`config.mk`:
```
export PLATFORM = sky130hd
export DESIGN_NAME = logreg_sched_flat
export DESIGN_NICKNAME = d
export VERILOG_FILES = /design/src/rtl/logreg_pkg.sv /design/src/rtl/logreg_sched_if.sv /design/src/rtl/theta_rom.sv /design/src/rtl/logreg_sched.sv /design/src/flat_wrapper.sv
export SDC_FILE = /design/constraint.sdc
export NUM_CORES = 1
export LEC_CHECK = 0
export BUFFER_PORTS_ARGS = -buffer_cell sky130_fd_sc_hd__buf_2
export CORE_ASPECT_RATIO = 0.7
export CORE_MARGIN = 2
export CORE_UTILIZATION = 31
export CTS_CLUSTER_DIAMETER = 30
export DETAILED_ROUTE_END_ITERATION = 10
export HOLD_SLACK_MARGIN = 0.1
export PLACE_DENSITY = 0.43
export SLEW_MARGIN = 20
export SYNTH_ARGS = -nofsm -noshare
export SYNTH_HDL_FRONTEND = slang
export SYNTH_HIERARCHICAL = 1
export SYNTH_SLANG_ARGS = --single-unit
export TNS_END_PERCENT = 30
```
`constraint.sdc`:
```
create_clock -name clk -period 21.4 [get_ports clk]
set_input_delay 1.07 -clock clk [delete_from_list [all_inputs] [get_ports clk]]
set_output_delay 1.07 -clock clk [all_outputs]
set_load 0.03 [all_outputs]
```
`src/rtl/logreg_pkg.sv`:
```
`default_nettype none
// +--------------------------------------------------------------------------+
// | logreg_pkg -- shared sizes, FSM encoding and per-class theta tables.      |
// | Rev 1.0                                                                    |
// +--------------------------------------------------------------------------+
package logreg_pkg;

    localparam int N_FEAT  = 81;
    localparam int N_CLASS = 10;
    localparam int XW      = 7;
    localparam int TW      = 32;
    localparam int CLS_W   = 4;

    typedef enum logic [1:0] {
        ST_IDLE    = 2'd0,
        ST_LOAD    = 2'd1,
        ST_COMPUTE = 2'd2,
        ST_DONE    = 2'd3
    } state_t;

    // Theta table selectors; each models one per-class coefficient header set.
    localparam int THETA_RAMP    = 0;
    localparam int THETA_ZERO    = 1;
    localparam int THETA_ONE_POS = 2;
    localparam int THETA_C0_MAX  = 3;

    function automatic logic [TW-1:0] theta_value(input int sel, input int c, input int i);
        logic [TW-1:0] v;
        v = '0;
        if (c < N_CLASS && i < N_FEAT) begin
            case (sel)
                THETA_RAMP:    v = TW'(c);
                THETA_ZERO:    v = '0;
                THETA_ONE_POS: v = (c == 3) ? TW'(1) : '1;
                THETA_C0_MAX:  v = (c == 0) ? {1'b0, {(TW-1){1'b1}}} : '0;
                default:       v = '0;
            endcase
        end
        return v;
    endfunction

endpackage
`default_nettype wire

```
`src/rtl/logreg_sched_if.sv`:
```
`default_nettype none
// +--------------------------------------------------------------------------+
// | logreg_sched_if -- feature stream in, classification result out.         |
// | Rev 1.0                                                                    |
// +--------------------------------------------------------------------------+
interface logreg_sched_if #(
    parameter int XW    = logreg_pkg::XW,
    parameter int TW    = logreg_pkg::TW,
    parameter int CLS_W = logreg_pkg::CLS_W
);
    logic             in_valid;
    logic             in_ready;
    logic [XW-1:0]    in_data;
    logic             out_valid;
    logic             out_ready;
    logic [CLS_W-1:0] out_class;
    logic [TW-1:0]    out_score;
    logic             busy;

    modport slave (
        input  in_valid, in_data, out_ready,
        output in_ready, out_valid, out_class, out_score, busy
    );

    modport master (
        output in_valid, in_data, out_ready,
        input  in_ready, out_valid, out_class, out_score, busy
    );
endinterface
`default_nettype wire

```
`src/rtl/theta_rom.sv`:
```
`default_nettype none
// +--------------------------------------------------------------------------+
// | theta_rom -- N_CLASS x N_FEAT coefficient ROM, address {c,i}, 1-cycle read|
// | Rev 1.0                                                                    |
// +--------------------------------------------------------------------------+
module theta_rom #(
    parameter  int N_FEAT    = logreg_pkg::N_FEAT,
    parameter  int TW        = logreg_pkg::TW,
    parameter  int THETA_SEL = logreg_pkg::THETA_RAMP,
    localparam int FW        = $clog2(N_FEAT),
    localparam int AW        = logreg_pkg::CLS_W + FW
) (
    input  wire           clk,
    input  wire  [AW-1:0] addr,
    output logic [TW-1:0] data
);
    import logreg_pkg::*;

    always_ff @(posedge clk) begin
        data <= theta_value(THETA_SEL, int'(addr[AW-1:FW]), int'(addr[FW-1:0]));
    end

endmodule
`default_nettype wire

```
`src/rtl/logreg_sched.sv`:
```
`default_nettype none
// +--------------------------------------------------------------------------+
// | logreg_sched -- one-vs-all logistic-regression scorer, one MAC per cycle. |
// | Rev 1.0                                                                    |
// +--------------------------------------------------------------------------+
module logreg_sched #(
    parameter int N_FEAT    = logreg_pkg::N_FEAT,
    parameter int N_CLASS   = logreg_pkg::N_CLASS,
    parameter int XW        = logreg_pkg::XW,
    parameter int TW        = logreg_pkg::TW,
    parameter int THETA_SEL = logreg_pkg::THETA_RAMP
) (
    input  wire           clk,
    input  wire           rst_n,
    logreg_sched_if.slave bus
);
    import logreg_pkg::*;

    localparam int FW = $clog2(N_FEAT);
    localparam int AW = CLS_W + FW;

    state_t             state;
    state_t             state_nx;
    logic               in_ready;
    logic               out_valid;
    logic               busy;

    logic [FW-1:0]      feat_cnt;
    logic [CLS_W-1:0]   class_cnt;
    logic               issued_all;
    logic [XW-1:0]      feat_buf [N_FEAT];

    logic               p_vld;
    logic [FW-1:0]      p_feat;
    logic [CLS_W-1:0]   p_class;
    logic               p_first;
    logic               p_last_feat;
    logic               p_final;

    logic [TW-1:0]      rom_data;
    logic [TW-1:0]      x_ext;
    logic [TW-1:0]      prod;
    logic [TW-1:0]      acc;
    logic [TW-1:0]      acc_sum;
    logic [TW-1:0]      best_score;
    logic [CLS_W-1:0]   best_class;
    logic               take;
    logic [TW-1:0]      win_score;
    logic [CLS_W-1:0]   win_class;
    logic [TW-1:0]      out_score_r;
    logic [CLS_W-1:0]   out_class_r;

    logic               accept;
    logic               issue;
    logic               last_feat;
    logic               last_class;

    assign accept     = bus.in_valid & in_ready;
    assign issue      = (state == ST_COMPUTE) && !issued_all;
    assign last_feat  = (feat_cnt == FW'(N_FEAT - 1));
    assign last_class = (class_cnt == CLS_W'(N_CLASS - 1));

    always_ff @(posedge clk or negedge rst_n) begin
        if (!rst_n) begin
            state <= ST_IDLE;
        end else begin
            state <= state_nx;
        end
    end

    always_comb begin
        state_nx  = state;
        in_ready  = 1'b0;
        out_valid = 1'b0;
        busy      = 1'b1;
        case (state)
            ST_IDLE: begin
                in_ready = 1'b1;
                busy     = 1'b0;
                if (bus.in_valid) state_nx = ST_LOAD;
            end
            ST_LOAD: begin
                in_ready = 1'b1;
                if (bus.in_valid && last_feat) state_nx = ST_COMPUTE;
            end
            ST_COMPUTE: begin
                if (p_vld && p_final) state_nx = ST_DONE;
            end
            ST_DONE: begin
                out_valid = 1'b1;
                if (bus.out_ready) state_nx = ST_IDLE;
            end
            default: state_nx = ST_IDLE;
        endcase
    end

    // Sample storage is not reset; every entry is rewritten before it is read.
    always_ff @(posedge clk) begin
        if (accept) feat_buf[feat_cnt] <= bus.in_data;
    end

    theta_rom #(
        .N_FEAT    (N_FEAT),
        .TW        (TW),
        .THETA_SEL (THETA_SEL)
    ) u_theta_rom (
        .clk  (clk),
        .addr ({class_cnt, feat_cnt}),
        .data (rom_data)
    );

    // MAC stage runs one cycle behind the address counters to meet ROM latency.
    assign p_first     = (p_feat == '0);
    assign p_last_feat = (p_feat == FW'(N_FEAT - 1));
    assign p_final     = p_last_feat && (p_class == CLS_W'(N_CLASS - 1));
    assign x_ext       = {{(TW-XW){1'b0}}, feat_buf[p_feat]};
    assign prod        = x_ext * rom_data;
    assign acc_sum     = (p_first ? '0 : acc) + prod;
    assign take        = (p_class == '0) || ($signed(acc_sum) > $signed(best_score));
    assign win_score   = take ? acc_sum : best_score;
    assign win_class   = take ? p_class : best_class;

    always_ff @(posedge clk or negedge rst_n) begin
        if (!rst_n) begin
            feat_cnt    <= '0;
            class_cnt   <= '0;
            issued_all  <= 1'b0;
            p_vld       <= 1'b0;
            p_feat      <= '0;
            p_class     <= '0;
            acc         <= '0;
            best_score  <= '0;
            best_class  <= '0;
            out_score_r <= '0;
            out_class_r <= '0;
        end else begin
            case (state)
                ST_IDLE: begin
                    if (accept) feat_cnt <= FW'(1);
                end
                ST_LOAD: begin
                    if (accept) feat_cnt <= last_feat ? '0 : feat_cnt + 1'b1;
                end
                ST_COMPUTE: begin
                    if (issue) begin
                        if (last_feat) begin
                            feat_cnt <= '0;
                            if (last_class) begin
                                class_cnt  <= '0;
                                issued_all <= 1'b1;
                            end else begin
                                class_cnt <= class_cnt + 1'b1;
                            end
                        end else begin
                            feat_cnt <= feat_cnt + 1'b1;
                        end
                    end
                end
                ST_DONE: begin
                    issued_all <= 1'b0;
                end
                default: ;
            endcase

            p_vld   <= issue;
            p_feat  <= feat_cnt;
            p_class <= class_cnt;

            if (p_vld) begin
                acc <= acc_sum;
                if (p_last_feat) begin
                    best_score <= win_score;
                    best_class <= win_class;
                end
                if (p_final) begin
                    out_score_r <= win_score;
                    out_class_r <= win_class;
                end
            end
        end
    end

    assign bus.in_ready  = in_ready;
    assign bus.out_valid = out_valid;
    assign bus.busy      = busy;
    assign bus.out_class = out_class_r;
    assign bus.out_score = out_score_r;

endmodule
`default_nettype wire
```
`src/flat_wrapper.sv`:
```
// flat-port wrapper written by rule: the top's interface ports become plain ports
module logreg_sched_flat import logreg_pkg::*;
#(
    parameter int N_FEAT    = logreg_pkg::N_FEAT,
    parameter int N_CLASS   = logreg_pkg::N_CLASS,
    parameter int XW        = logreg_pkg::XW,
    parameter int TW        = logreg_pkg::TW,
    parameter int THETA_SEL = logreg_pkg::THETA_RAMP
)
  (clk, rst_n, bus_in_valid, bus_in_data, bus_out_ready, bus_in_ready, bus_out_valid, bus_out_class, bus_out_score, bus_busy);
  logreg_sched_if #(.XW(XW), .TW(TW)) bus_i ();
  input  wire clk;
  input  wire rst_n;
  input wire logic [$bits(bus_i.in_valid)-1:0] bus_in_valid;
  input wire logic [$bits(bus_i.in_data)-1:0] bus_in_data;
  input wire logic [$bits(bus_i.out_ready)-1:0] bus_out_ready;
  output wire logic [$bits(bus_i.in_ready)-1:0] bus_in_ready;
  output wire logic [$bits(bus_i.out_valid)-1:0] bus_out_valid;
  output wire logic [$bits(bus_i.out_class)-1:0] bus_out_class;
  output wire logic [$bits(bus_i.out_score)-1:0] bus_out_score;
  output wire logic [$bits(bus_i.busy)-1:0] bus_busy;
  assign bus_i.in_valid = bus_in_valid;
  assign bus_i.in_data = bus_in_data;
  assign bus_i.out_ready = bus_out_ready;
  assign bus_in_ready = bus_i.in_ready;
  assign bus_out_valid = bus_i.out_valid;
  assign bus_out_class = bus_i.out_class;
  assign bus_out_score = bus_i.out_score;
  assign bus_busy = bus_i.busy;
  logreg_sched #(.N_FEAT(N_FEAT), .N_CLASS(N_CLASS), .XW(XW), .TW(TW), .THETA_SEL(THETA_SEL)) u_core (.clk(clk), .rst_n(rst_n), .bus(bus_i));
endmodule
```
Word level (Yosys, flattened, before mapping)
Memory sizes are Yosys's and may differ from the RTL's.
Index checks and enable logic that the tools add are counted.
- $add $sub $neg: 3
- multipliers: 1
- order comparisons: 3
- equal/unequal tests: 16
- muxes and demuxes: 23
- bitwise logic cells: 1
- reduce and logical (&&, ||, !) cells: 19
- operators with widths (kind ; number):
    $mux 32 ; 2
    $add 32x32->32 ; 1
    $gt 32x32->1 ; 1
    $mul 7x32->32 ; 1
    $mux 7 ; 4
    $pmux 7 s3 ; 1
    $eq 7x7->1 const B ; 2
    $ne 2x1->1 const B ; 6
    $reduce_and 4->1 ; 3
    $eq 4x4->1 const B ; 2
    $mux 1 ; 8
    $mux 2 ; 4
    $mux 4 ; 2
    $pmux 2 s4 ; 1
    $add 7x1->7 const B ; 1
    $logic_not 7->1 ; 1
    $lt 7x7->1 const B ; 1
    $ne 2x2->1 const B ; 3
    $logic_and 1x1->1 ; 5
    $add 4x1->4 const B ; 1
    $eq 2x2->1 const B ; 2
    $logic_not 4->1 ; 1
    $lt 4x4->1 const B ; 1
    $reduce_and 2->1 ; 2
    other kinds (10) ; 10
- bits in registers: 162
- memory bits (writable): 567
- output and inout port bits: 39
- logic and storage cells: 81
- memories: 1
- memories (name ; depth ; width ; rd ports ; clocked after memory_dff ; wr ports ; line ; source):
    u_core.feat_buf ; 81 ; 7 ; 1 ; 0 ; 1 ; logreg_sched.sv:31 ; logic [XW-1:0] feat_buf [N_FEAT];

Longest topological paths before layout
Gate-level depths: netlist of the first run.
- word-level depth: 6
- mapped depth: 46
- depth with buffers taken out: 35

Modules after synthesis
Netlist of the first run, hierarchy kept.
- modules (own cells, without submodules) (module ; instances ; cells an instance ; area an instance (um2) ; sequential area each (um2)):
    logreg_sched ; 1 ; 2461 ; 35718.0 ; 20279.4
    theta_rom ; 1 ; 43 ; 364.1 ; 80.1

Worst setup path after synthesis of the first run
OpenSTA, ideal clock, no wires.
- path kind: reg2reg
- start point: reg u_core.p_feat[0]
- end point: reg u_core.out_score_r[19] (netlist: u_core/bus.out_score[19])
- arrival time: 9.419 ns
- data required time: 21.267 ns
- setup slack: 11.847 ns
- cell stages (with the launch flop): 44
- buffers on the path: 9
- cells stage by stage: dfrtp_1 > buf_6 > buf_12 > buf_12 > buf_12 > buf_12 > mux4_1 > mux2_2 > o41ai_2 > a31oi_1 > a211oi_1 > clkbuf_1 > clkbuf_1 > nor2b_1 > fa_1 > inv_1 > fa_1 > inv_1 > [... 8 more ...] > a211oi_1 > o21ai_0 > a221oi_1 > o31ai_1 > xnor3_2 > ha_1 > nand4_1 > nor2_1 > and3_1 > a21oi_1 > o21ai_0 > a21oi_1 > mux2_2 > a21oi_1 > buf_4 > buf_1 > mux2i_1 > o21ai_0
- cells in the longest elaborated chain, start to end: 6
- elaborated cells between the ends (all ways): 11
- those cells by class: add/sub: 1; mul: 1; order compare: 1; eq/ne: 1; mux: 2; reduce/logical: 4; memory: 1
- ends and longest elaborated chain (item ; line ; source):
    from (decl) ; logreg_sched.sv:34 ; logic [FW-1:0] p_feat;
    from (signal assigned) ; logreg_sched.sv:166 ; p_feat <= feat_cnt;
    $mem_v2 81x7 or $logic_not 7->1 (tied branches) ; - ;
    $mul 7x32->32 or $mux 32 (tied branches) ; logreg_sched.sv:117, logreg_sched.sv:118 ;
    $add 32x32->32 (*) ; logreg_sched.sv:118 ; assign acc_sum = (p_first ? '0 : acc) + prod;
    named net u_core.acc_sum[31] ; logreg_sched.sv:44 ; logic [TW-1:0] acc_sum;
    $gt 32x32->1 (*) ; logreg_sched.sv:119 ; assign take = (p_class == '0) || ($signed(acc_sum) > $signed(best_score));
    $logic_or 1x1->1 (*) ; logreg_sched.sv:119 ;
    $mux 32 (*) ; logreg_sched.sv:120 ; assign win_score = take ? acc_sum : best_score;
    to (signal assigned) ; logreg_sched.sv:176 ; out_score_r <= win_score;
    to (decl) ; logreg_sched.sv:50 ; logic [TW-1:0] out_score_r;
Mark *: on every way through the listed nets, which the timed path passes. The rest lies on a longest branch.
A chain may end at the register's enable or synchronous reset.

Worst setup path after layout of the first run
- start point: reg u_core.p_feat[0]
- end point: reg u_core.out_score_r[26] (netlist: u_core/bus.out_score[26])
The elaborated chain is that of the path after synthesis.

==> flow_summary_export.csv, run 1 <==
group,metric,value,unit
timing,slew_headroom,0.162,
clocking,post_cts_resized,0,
route,wl,101000,um
synth,yosysUniqueCellTypes,89,
worst_setup_path,crit_buf_inv,5,
layout,num-nets-final,2882,
worst_setup_path,cp_max_fo,104,
global_route,grt-ovfl-total,0,
clocking,post_cts.repair.setup_buffers,0,
worst_setup_path,cp.depth,35,
worst_setup_path,end_kind,"flop",
route,via_per_inst,4.96,
floorplanning,num_io_pins,50,
global_route,grt_pass1_wl,150000,um
route,dr_total_vias,21200,
route,drtIter0Drc,1634,
synth,synth-seq-area-share,0.564,
floorplanning,std_cell_rows,104,
timing,slew_viol_final,0,
route,drtPass1Iterations,7,
worst_setup_path,cp_top_family,"compound AO/OA/AOI/OAI gates",
global_route,grt_pass1_vias,21800,
timing,period_share,0.582,
run,drv_cap,0,
place,gp_congestion,0.819,
synth,synthFlopType,"edfxtp_1",
worst_setup_path,path_class,"reg2reg",
floorplanning,chipWidth,412,um
synth,yosys_register_bits,701,
clocking,cts_buffer_depth,3,
worst_setup_path,cpMostUsedCell,"fa_1",
worst_setup_path,slowest_stage,"dfrtp_4",
worst_setup_path,r2r_cells,35,
worst_setup_path,cp_data_required_time,22.00,ns
timing,finalSetupViolCount,0,
synth,async_flop_share,0.185,
floorplanning,start_util,0.313,
synth,netlist_area,0.0361,mm^2
clocking,cts_max_level,4,
run_status,outcome,"finished, final reports clean",
route,ant_nets,0,
synth,netlist_top_cells_area,"edfxtp_1 (47%), dfrtp_1 (9.0%), fa_1 (9.0%), mux4_2 (6.0%), ha_1 (2.8%)",
route,drc_errors,0,
floorplanning,die-area,0.119,mm^2
timing,fin_worst_skew,0.0390,ns
synth,synth_edf_count,567,
floorplanning,coreArea,0.115,mm^2
worst_setup_path,cp-start-kind,"flop",
clocking,cts.sinks,701,
timing,fin_tns_setup,0,ns
global_route,antenna_found_initial,3,
route,post_drt_wl_per_cell,23.6,um
place,port_buffers,49,
place,dp_hpwl,68700,um
layout,area_growth,19.3,%
timing,fmax,80.2,MHz
worst_setup_path,cpPeakStageDelay,0.88,ns
global_route,grt.total_usage,0.173,
clocking,ctsHoldBuffers,0,
clocking,clk-insertion-delay-late,0.75,ns
synth,postSynthAreaPerCell,14.4,um^2
floorplanning,die_y,289,um
synth,synthCells,2504,
synth,synth_most_common_cell,"edfxtp_1",
clocking,clkTransAtPathRegs,0.04,ns
timing,worst_slew_pin_slew,1.23,ns
timing,hold_viol,0,
timing,grt_setup_unrepaired,"false",
worst_setup_path,worst_ep_arrival_time,13.06,ns
synth,synth_top_area_cell,"edfxtp_1",
timing,fin_crit,12.46,ns
clocking,clockRootBuffer,"clkbuf_16",
synth,yosysWarnings,6,
min_path,hold_path_class,"in2async",
clocking,cts_inserted_buffers,145,
synth,synth_commonest_cells,"edfxtp_1 (567), inv_1 (224), fa_1 (162)",
global_route,grt_max_degree,105,
synth,netlist.area_leader.share,0.472,
layout,drive_gt1_frac,0.193,
clocking,cts_tree,"done",
## cells by family (layout without fill, tap and decap cells)
logic type,Yosys count,in the layout,share of synthesized area
xor+xnor,40,40,0.0109
other cells,1,29,0.000104
simple gates,611,611,0.0866
fa+ha+maj,242,242,0.118
compound gates,256,256,0.0482
mux,287,287,0.126
buf+inv,366,582,0.0469
flops,701,701,0.564
## worst register-to-register path, delay by kind of cell (launching register included)
family	cells	cell delay (ns)
fa+ha+maj	6	2.38
compound gates	12	3.45
xor+xnor	1	0.44
flops	1	0.88
simple gates	9	2.52
mux	2	1.26
buf+inv	5	1.37
## path summary, 6_finish.rpt
| check | startpoint | end | slack, ns |
|---|---|---|---|
| setup / recovery | u_core/p_feat[0] | u_core/bus.out_score[26] | 8.94 |
| min in group clk | u_core/bus.out_class[3] | u_core/bus.out_class[3] | 0.47 |
| max in group asynchronous | rst_n | u_core/acc[25] | 19.68 |
| setup reg to reg | u_core/p_feat[0] | u_core/bus.out_score[26] | 8.94 |
| hold reg to reg | u_core/bus.out_class[3] | u_core/bus.out_class[3] | 0.47 |
| hold / removal | rst_n | u_core/bus.out_score[0] | 0.39 |
## area by class of cell
type / instances / area, um^2
Timing Repair Buffer: 89 / 584
Inverter: 228 / 856
Clock buffer: 169 / 3800
Multi-Input combinational cell: 1464 / 14200
Tap cell: 1537 / 1920
Fill cell: 10900 / 72100
Clock inverter: 96 / 1330
Antenna cell: 1 / 2.50
Sequential cell: 701 / 20400
## per-stage QoR
step / cells / area [um^2] / hold WS [ns] / setup slack (ns) / utilization
floorplan: 2531 / 36200 / 0.367 / 11.85 / -
global placement: 4017 / 37900 / 0.464 / 8.99 / 0.329
detailed placement: 4017 / 37900 / 0.465 / 8.90 / 0.329
CTS: 4282 / 43000 / 0.406 / 8.85 / 0.373
global route: 4284 / 43000 / 0.437 / 8.21 / 0.374
finish: 4285 / 43100 / 0.394 / 8.94 / 0.374
## registers in the layout, indices dropped and copies added (netlist names)
| register | cells |
|---|---|
| u_core/acc | 32 |
| u_core/best_class | 4 |
| u_core/best_score | 32 |
| u_core/bus.out_class | 4 |
| u_core/bus.out_score | 32 |
| u_core/class_cnt | 4 |
| u_core/feat_buf | 567 |
| u_core/feat_cnt | 7 |
| u_core/issued_all | 1 |
| u_core/p_class | 4 |
| u_core/p_feat | 7 |
| u_core/p_vld | 1 |
| u_core/state | 2 |
| u_core/u_theta_rom/data | 4 |
## cell usage in the layout, fill, tap and decap left out, types with 21 or more instances in the layout
cell type	instances
edfxtp_1	567
inv_1	224
fa_1	162
clkbuf_16	145
nand2_1	143
nor2_1	132
dfrtp_1	127
and2_1	109
mux4_2	96
mux2i_1	91
ha_1	80
mux2_2	78
o21ai_0	67
nor2b_1	56
buf_2	48
a21oi_1	40
nand3_1	39
buf_4	37
and3_1	29
nand2b_1	28
conb_1	28
a21o_1	25
mux4_1	22
xnor2_1	22
bufinv_16	21
clkinv_2	21
## routing by layer
layer | wire [um] | up-vias | global-route usage
li1 | - | 9329 | -
met1 | 51100 | 11100 | 0.271
met2 | 40600 | 677 | 0.229
met3 | 7950 | 105 | 0.0481
met4 | 1450 | 0 | 0.0436
met5 | 0 | - | 0
Power of run 1 is not shown: default switching activity piles up to over one toggle a cycle in this logic, so the estimate is an artifact.
==> run 2, diff against run 1 <==
--- a/config.mk
+++ b/config.mk
@@ -5,6 +5,7 @@
 export SDC_FILE = /design/constraint.sdc
 export NUM_CORES = 1
 export LEC_CHECK = 0
+export ABC_AREA = 1
 export BUFFER_PORTS_ARGS = -buffer_cell sky130_fd_sc_hd__buf_2
 export CORE_ASPECT_RATIO = 0.7
 export CORE_MARGIN = 2
@@ -12,7 +13,7 @@
 export CTS_CLUSTER_DIAMETER = 30
 export DETAILED_ROUTE_END_ITERATION = 10
 export HOLD_SLACK_MARGIN = 0.1
-export PLACE_DENSITY = 0.43
+export PLACE_DENSITY = 0.45
 export SLEW_MARGIN = 20
 export SYNTH_ARGS = -nofsm -noshare
 export SYNTH_HDL_FRONTEND = slang
==> constraint.sdc (replaced) <==
create_clock -name clk -period 11.3 [get_ports clk]
set_input_delay 0.565 -clock clk [delete_from_list [all_inputs] [get_ports clk]]
set_output_delay 0.565 -clock clk [all_outputs]
set_load 0.03 [all_outputs]
==> flow_summary_export.csv, run 2 <==
group,metric,value,unit
timing,worst_slew_pin_slew,1.17,ns
worst_setup_path,slowest_stage,"dfrtp_4",
run_status,outcome,"finished, final reports clean",
clocking,cts_tree,"done",
clocking,clkTransAtPathRegs,0.05,ns
timing,fin_tns_setup,0,ns
global_route,antenna_found_initial,2,
timing,grt_setup_unrepaired,"false",
synth,synthCells,3779,
synth,synth_compound_area_frac,0.0661,
layout,final_common_cell,"nand2_1",
synth,yosysUniqueCellTypes,51,
floorplanning,coreArea,0.119,mm^2
run,drv_cap,0,
timing,period_share,0.890,
timing,fmax,99.4,MHz
floorplanning,num_io_pins,50,
worst_setup_path,critPathLaunch,"u_core/p_feat[0]",
route,dr_total_vias,26600,
synth,synth_top_family_by_area,"simple AND/OR/NAND/NOR gates",
synth,yosys_register_bits,701,
synth,netlist_top_cells_area,"edfxtp_1 (46%), dfrtp_1 (8.8%), fa_1 (8.7%), nand2_1 (7.9%), nor2_1 (6.2%)",
worst_setup_path,ff2ff_setup_slack,1.24,ns
timing,finalSetupViolCount,0,
route,via_per_inst,4.77,
worst_setup_path,cp_max_fo,95,
synth,postSynthAreaPerCell,9.82,um^2
global_route,grt_max_degree,102,
min_path,min_path_cells,1,
clocking,cts_buffer_depth,3,
worst_setup_path,r2r_start,"u_core/p_feat[0]",
synth,netlist_area,0.0371,mm^2
worst_setup_path,worst_ep_arrival_time,10.63,ns
layout,finalInstanceArea,0.0440,mm^2
synth,yosysWarnings,6,
timing,fin_crit,10.06,ns
clocking,cts_inserted_buffers,146,
worst_setup_path,end_kind,"flop",
floorplanning,std_cell_rows,106,
worst_setup_path,cp-start-kind,"flop",
floorplanning,die-area,0.123,mm^2
clocking,post_cts.repair.setup_buffers,0,
timing,hold_ws,0.171,ns
layout,top_register,"u_core/feat_buf",
clocking,cts.sinks,701,
place,placed_cell_area,0.0389,mm^2
clocking,cts_max_level,4,
place,dp_hpwl,72900,um
synth,synth_commonest_cells,"nand2_1 (778), nor2_1 (610), edfxtp_1 (567)",
layout,final_cell_mix,"nand2_1 (778), nor2_1 (608), edfxtp_1 (567)",
worst_setup_path,r2r_cells,46,
layout,largest_register_ffs,567,
worst_setup_path,cpMostUsedCell,"nand2_1",
layout,area_growth,18.7,%
route,wl,111000,um
synth,synthSimpleGateAreaFrac,0.184,
timing,fin_worst_skew,0.0367,ns
timing,slew_viol_final,0,
min_path,hold_path_end,"u_core/feat_buf[13][2]",
synth,netlist.area_leader.share,0.459,
synth,synth_most_common_cell,"nand2_1",
worst_setup_path,path_class,"reg2reg",
timing,fin_ws,1.24,ns
route,drtPass1Iterations,5,
synth,synthFlopType,"edfxtp_1",
synth,synth_edf_count,567,
route,post_drt_wl_per_cell,19.9,um
global_route,grt-ovfl-total,0,
global_route,grt.total_usage,0.183,
synth,async_flop_share,0.185,
synth,synth_top_area_cell,"edfxtp_1",
min_path,worstHoldStart,"bus_in_data[2]",
synth,synth.mux.area_fraction,0,
layout,antenna_cells,0,
place,post-place-ws,1.53,ns
timing,slew_headroom,0.220,
layout,drive_gt1_frac,0.0962,
worst_setup_path,cp_data_required_time,11.87,ns
synth,synth-xor-area-share,0.00685,
worst_setup_path,cpPeakStageDelay,0.73,ns
worst_setup_path,regToRegEndpoint,"u_core/best_score[2]",
floorplanning,die_y,293,um
clocking,clockRootBuffer,"clkbuf_16",
route,ant_nets,0,
place,gp_congestion,0.822,
min_path,hold_path_class,"in2reg",
place,port_buffers,49,
timing,hold_viol,0,
floorplanning,chipWidth,418,um
route,drtIter0Drc,2390,
global_route,grt_pass1_vias,26100,
synth,synth_fa_ha_area_frac,0.114,
synth,synth-seq-area-share,0.549,
global_route,grt_pass1_wl,169000,um
layout,num-nets-final,4138,
floorplanning,start_util,0.312,
clocking,clk-insertion-delay-late,0.75,ns
route,drc_errors,0,
==> run 2: cell types whose count changed after synthesis, sizes merged, moves of 78 or more <==
cell,change
and2,-110
inv,+242
mux2,-78
mux2i,-91
mux4,-118
nand2,+646
nand3,+207
nor2,+477
o21ai,+228
==> run 2: per-layer routing <==
layer	global-route usage	up-vias	part of all wire
li1	-	12600	-
met3	0.0380	124	0.071
met2	0.240	795	0.39
met5	0	-	0
met4	0.0489	0	0.016
met1	0.297	13100	0.52
==> run 2: layout make-up <==
cell class / instances / area [um^2]
clock buffer: 170 / 3850
timing repair buffer: 114 / 847
inverter: 476 / 1800
sequential: 701 / 20400
tap: 1566 / 1960
fill: 12000 / 75100
clock inverter: 96 / 1310
multi-input combinational: 2446 / 13900
==> run 2: kinds of logic (layout without fill, tap and decap cells) <==
logic type	Yosys count	count (layout)
and+or+nand+nor	1694	1694
buffers and inverters	659	856
adders and majority gates	242	242
xor gates and xnor gates	29	29
other	1	28
DFF	701	701
AOI/OAI and AO/OA	453	453
==> run 2: metrics by stage <==
step,utilization,instances
2_1_floorplan,-,3806
3_3_place_gp,0.326,5302
3_5_place_dp,0.326,5302
4_1_cts,0.370,5569
5_1_grt,0.370,5569
6_report,0.370,5569
==> run 2: worst max-delay path: cells and delay by family, from the launching register on <==
kind,cells,cell delay [ns]
buffers and inverters,6,1.39
AO/OA/AOI/OAI,10,2.02
XOR/XNOR,1,0.46
AND/OR/NAND/NOR,23,2.49
flip-flops,1,0.73
adder cells (fa/ha/maj),6,2.64
==> run 2: worst max path at each step <==
| stage | cells after the start | to | slack, ns |
|---|---|---|---|
| 6_report | 46 | u_core/best_score[2] | 1.24 |
| 3_3_place_gp | 45 | u_core/best_score[18] | 1.41 |
| 3_5_place_dp | 47 | u_core/best_score[17] | 1.53 |
| 2_1_floorplan | 51 | u_core/best_score[20] | 3.85 |
| 4_1_cts | 47 | u_core/best_score[19] | 1.49 |
| 5_1_grt | 53 | u_core/best_score[23] | 0.36 |
==> run 2: what timing repair did <==
action,in CTS,in global routing
hold endpoints to repair,77,0
hold buffers,1,0
gates resized for setup,0,0
Power of run 2 is left out for the same reason.
==> run 3, diff against run 2 <==
--- a/config.mk
+++ b/config.mk
@@ -7,13 +7,14 @@
 export LEC_CHECK = 0
 export ABC_AREA = 1
 export BUFFER_PORTS_ARGS = -buffer_cell sky130_fd_sc_hd__buf_2
+export CAP_MARGIN = 20
 export CORE_ASPECT_RATIO = 0.7
 export CORE_MARGIN = 2
-export CORE_UTILIZATION = 31
+export CORE_UTILIZATION = 50
 export CTS_CLUSTER_DIAMETER = 30
 export DETAILED_ROUTE_END_ITERATION = 10
 export HOLD_SLACK_MARGIN = 0.1
-export PLACE_DENSITY = 0.45
+export PLACE_DENSITY = 0.64
 export SLEW_MARGIN = 20
 export SYNTH_ARGS = -nofsm -noshare
 export SYNTH_HDL_FRONTEND = slang
==> constraint.sdc (replaced) <==
create_clock -name clk -period 10.52 [get_ports clk]
set_input_delay 0.526 -clock clk [delete_from_list [all_inputs] [get_ports clk]]
set_output_delay 0.526 -clock clk [all_outputs]
set_load 0.03 [all_outputs]
==> flow_summary_export.csv, run 3 (synthesis results as in run 2) <==
group,metric,value,unit
clocking,cts.sinks,701,
layout,multi_input_area,0.0139,mm^2
floorplanning,start_util,0.505,
global_route,grt_max_degree,160,
place,post-place-ws,0.642,ns
timing,fin_tns_setup,0,ns
clocking,cts_max_level,3,
worst_setup_path,cp_data_required_time,11.04,ns
clocking,clockRootBuffer,"clkbuf_16",
layout,top_register,"u_core/feat_buf",
global_route,antenna_found_initial,1,
timing,slew_viol_final,0,
route,ant_nets,0,
timing,fin_worst_skew,0.0506,ns
timing,fin_ws,0.779,ns
clocking,clkTransAtPathRegs,0.05,ns
worst_setup_path,end_kind,"flop",
run,drv_cap,0,
floorplanning,die-area,0.0764,mm^2
global_route,grt.total_usage,0.262,
worst_setup_path,cpMostUsedCell,"nand2_1",
worst_setup_path,worst_ep_arrival_time,10.26,ns
clocking,cts_tree,"done",
route,dr_total_vias,26600,
global_route,grt_pass1_vias,25800,
floorplanning,std_cell_rows,83,
timing,finalSetupViolCount,0,
layout,largest_register_ffs,567,
min_path,hold_path_class,"in2reg",
timing,fin_crit,9.74,ns
layout,final_common_cell,"nand2_1",
route,via_per_inst,5.40,
clocking,clk-insertion-delay-late,0.68,ns
clocking,cts_inserted_buffers,114,
worst_setup_path,crit_buf_inv,8,
worst_setup_path,cp-start-kind,"flop",
timing,hold_viol,0,
layout,area_growth,13.7,%
timing,period_share,0.926,
timing,slew_headroom,0.181,
floorplanning,chipWidth,330,um
place,dp_hpwl,63400,um
floorplanning,num_io_pins,50,
worst_setup_path,slowest_stage,"inv_1",
place,gp_congestion,0.936,
floorplanning,die_y,232,um
layout,drive_gt1_frac,0.0883,
layout,num-nets-final,4095,
route,drtPass1Iterations,6,
route,drc_errors,0,
route,wl,97500,um
run_status,outcome,"finished, final reports clean",
route,post_drt_wl_per_cell,19.8,um
worst_setup_path,cpPeakStageDelay,0.81,ns
timing,fmax,103,MHz
floorplanning,coreArea,0.0734,mm^2
global_route,grt-ovfl-total,0,
route,drtIter0Drc,3076,
clocking,cts_buffer_depth,3,
layout,ff_latch_area,0.0204,mm^2
place,port_buffers,49,
timing,grt_setup_unrepaired,"false",
timing,worst_slew_pin_slew,1.22,ns
layout,num-fill-cells,6238,
global_route,grt_pass1_wl,152000,um
worst_setup_path,path_class,"reg2reg",
worst_setup_path,cp_max_fo,63,
layout,final_cell_mix,"nand2_1 (777), nor2_1 (608), edfxtp_1 (567)",
worst_setup_path,cp_top_family,"simple AND/OR/NAND/NOR gates",
run 3: path summary, 6_finish.rpt:
path	startpoint	end	slack [ns]	cells after the start
worst min-delay path	bus_out_ready	u_core/state[0]	0.41	5
worst max register to register	u_core/p_feat[1]	u_core/best_score[30]	0.78	48
worst min register to register	u_core/bus.out_score[12]	u_core/bus.out_score[12]	0.47	2
min in group asynchronous	rst_n	u_core/acc[20]	0.42	2
worst max-delay path	u_core/p_feat[1]	u_core/best_score[30]	0.78	48
max in group asynchronous	rst_n	u_core/class_cnt[1]	8.77	3
run 3: through the flow:
step                      utilization  hold WS [ns]  area [um^2]  std cells
after CTS                       0.574         0.367        42100       4917
after global routing            0.575         0.463        42200       4919
after floorplan                     -         0.230        37200       3806
after detailed placement        0.518         0.454        38000       4700
final                           0.575         0.407        42200       4920
after global placement          0.518         0.455        38000       4700
run 3: what timing repair did:
item                                   in CTS  in global routing
setup endpoints to repair                   0                 72
hold buffers                                1                  0
buffers inserted                            0                  2
endpoints found under the hold margin      70                  0
resized for setup                           0                  9
run 3: area by class of cell:
type | instances | area share
multi-input combinational | 2446 | 0.330
clock inverter | 95 | 0.0284
inverter | 476 | 0.0428
timing repair buffer | 103 | 0.0184
tap | 977 | 0.0290
clock buffer | 121 | 0.0687
sequential | 701 | 0.483
antenna | 1 | 0.0000593
run 3: worst min-delay path: cells and delay by family:
kind | cells | cell delay [ns]
buffers and inverters | 2 | 0.15
AO/OA/AOI/OAI | 3 | 0.35
run 3: layer usage:
layer / vias up / wire length (um) / track usage
li1: 12400 / - / -
met1: 12800 / 45700 / 0.413
met2: 1185 / 38800 / 0.345
met3: 135 / 11000 / 0.0806
met4: 4 / 1780 / 0.0641
met5: - / 175 / 0.0173
Power of run 3 is left out for the same reason.
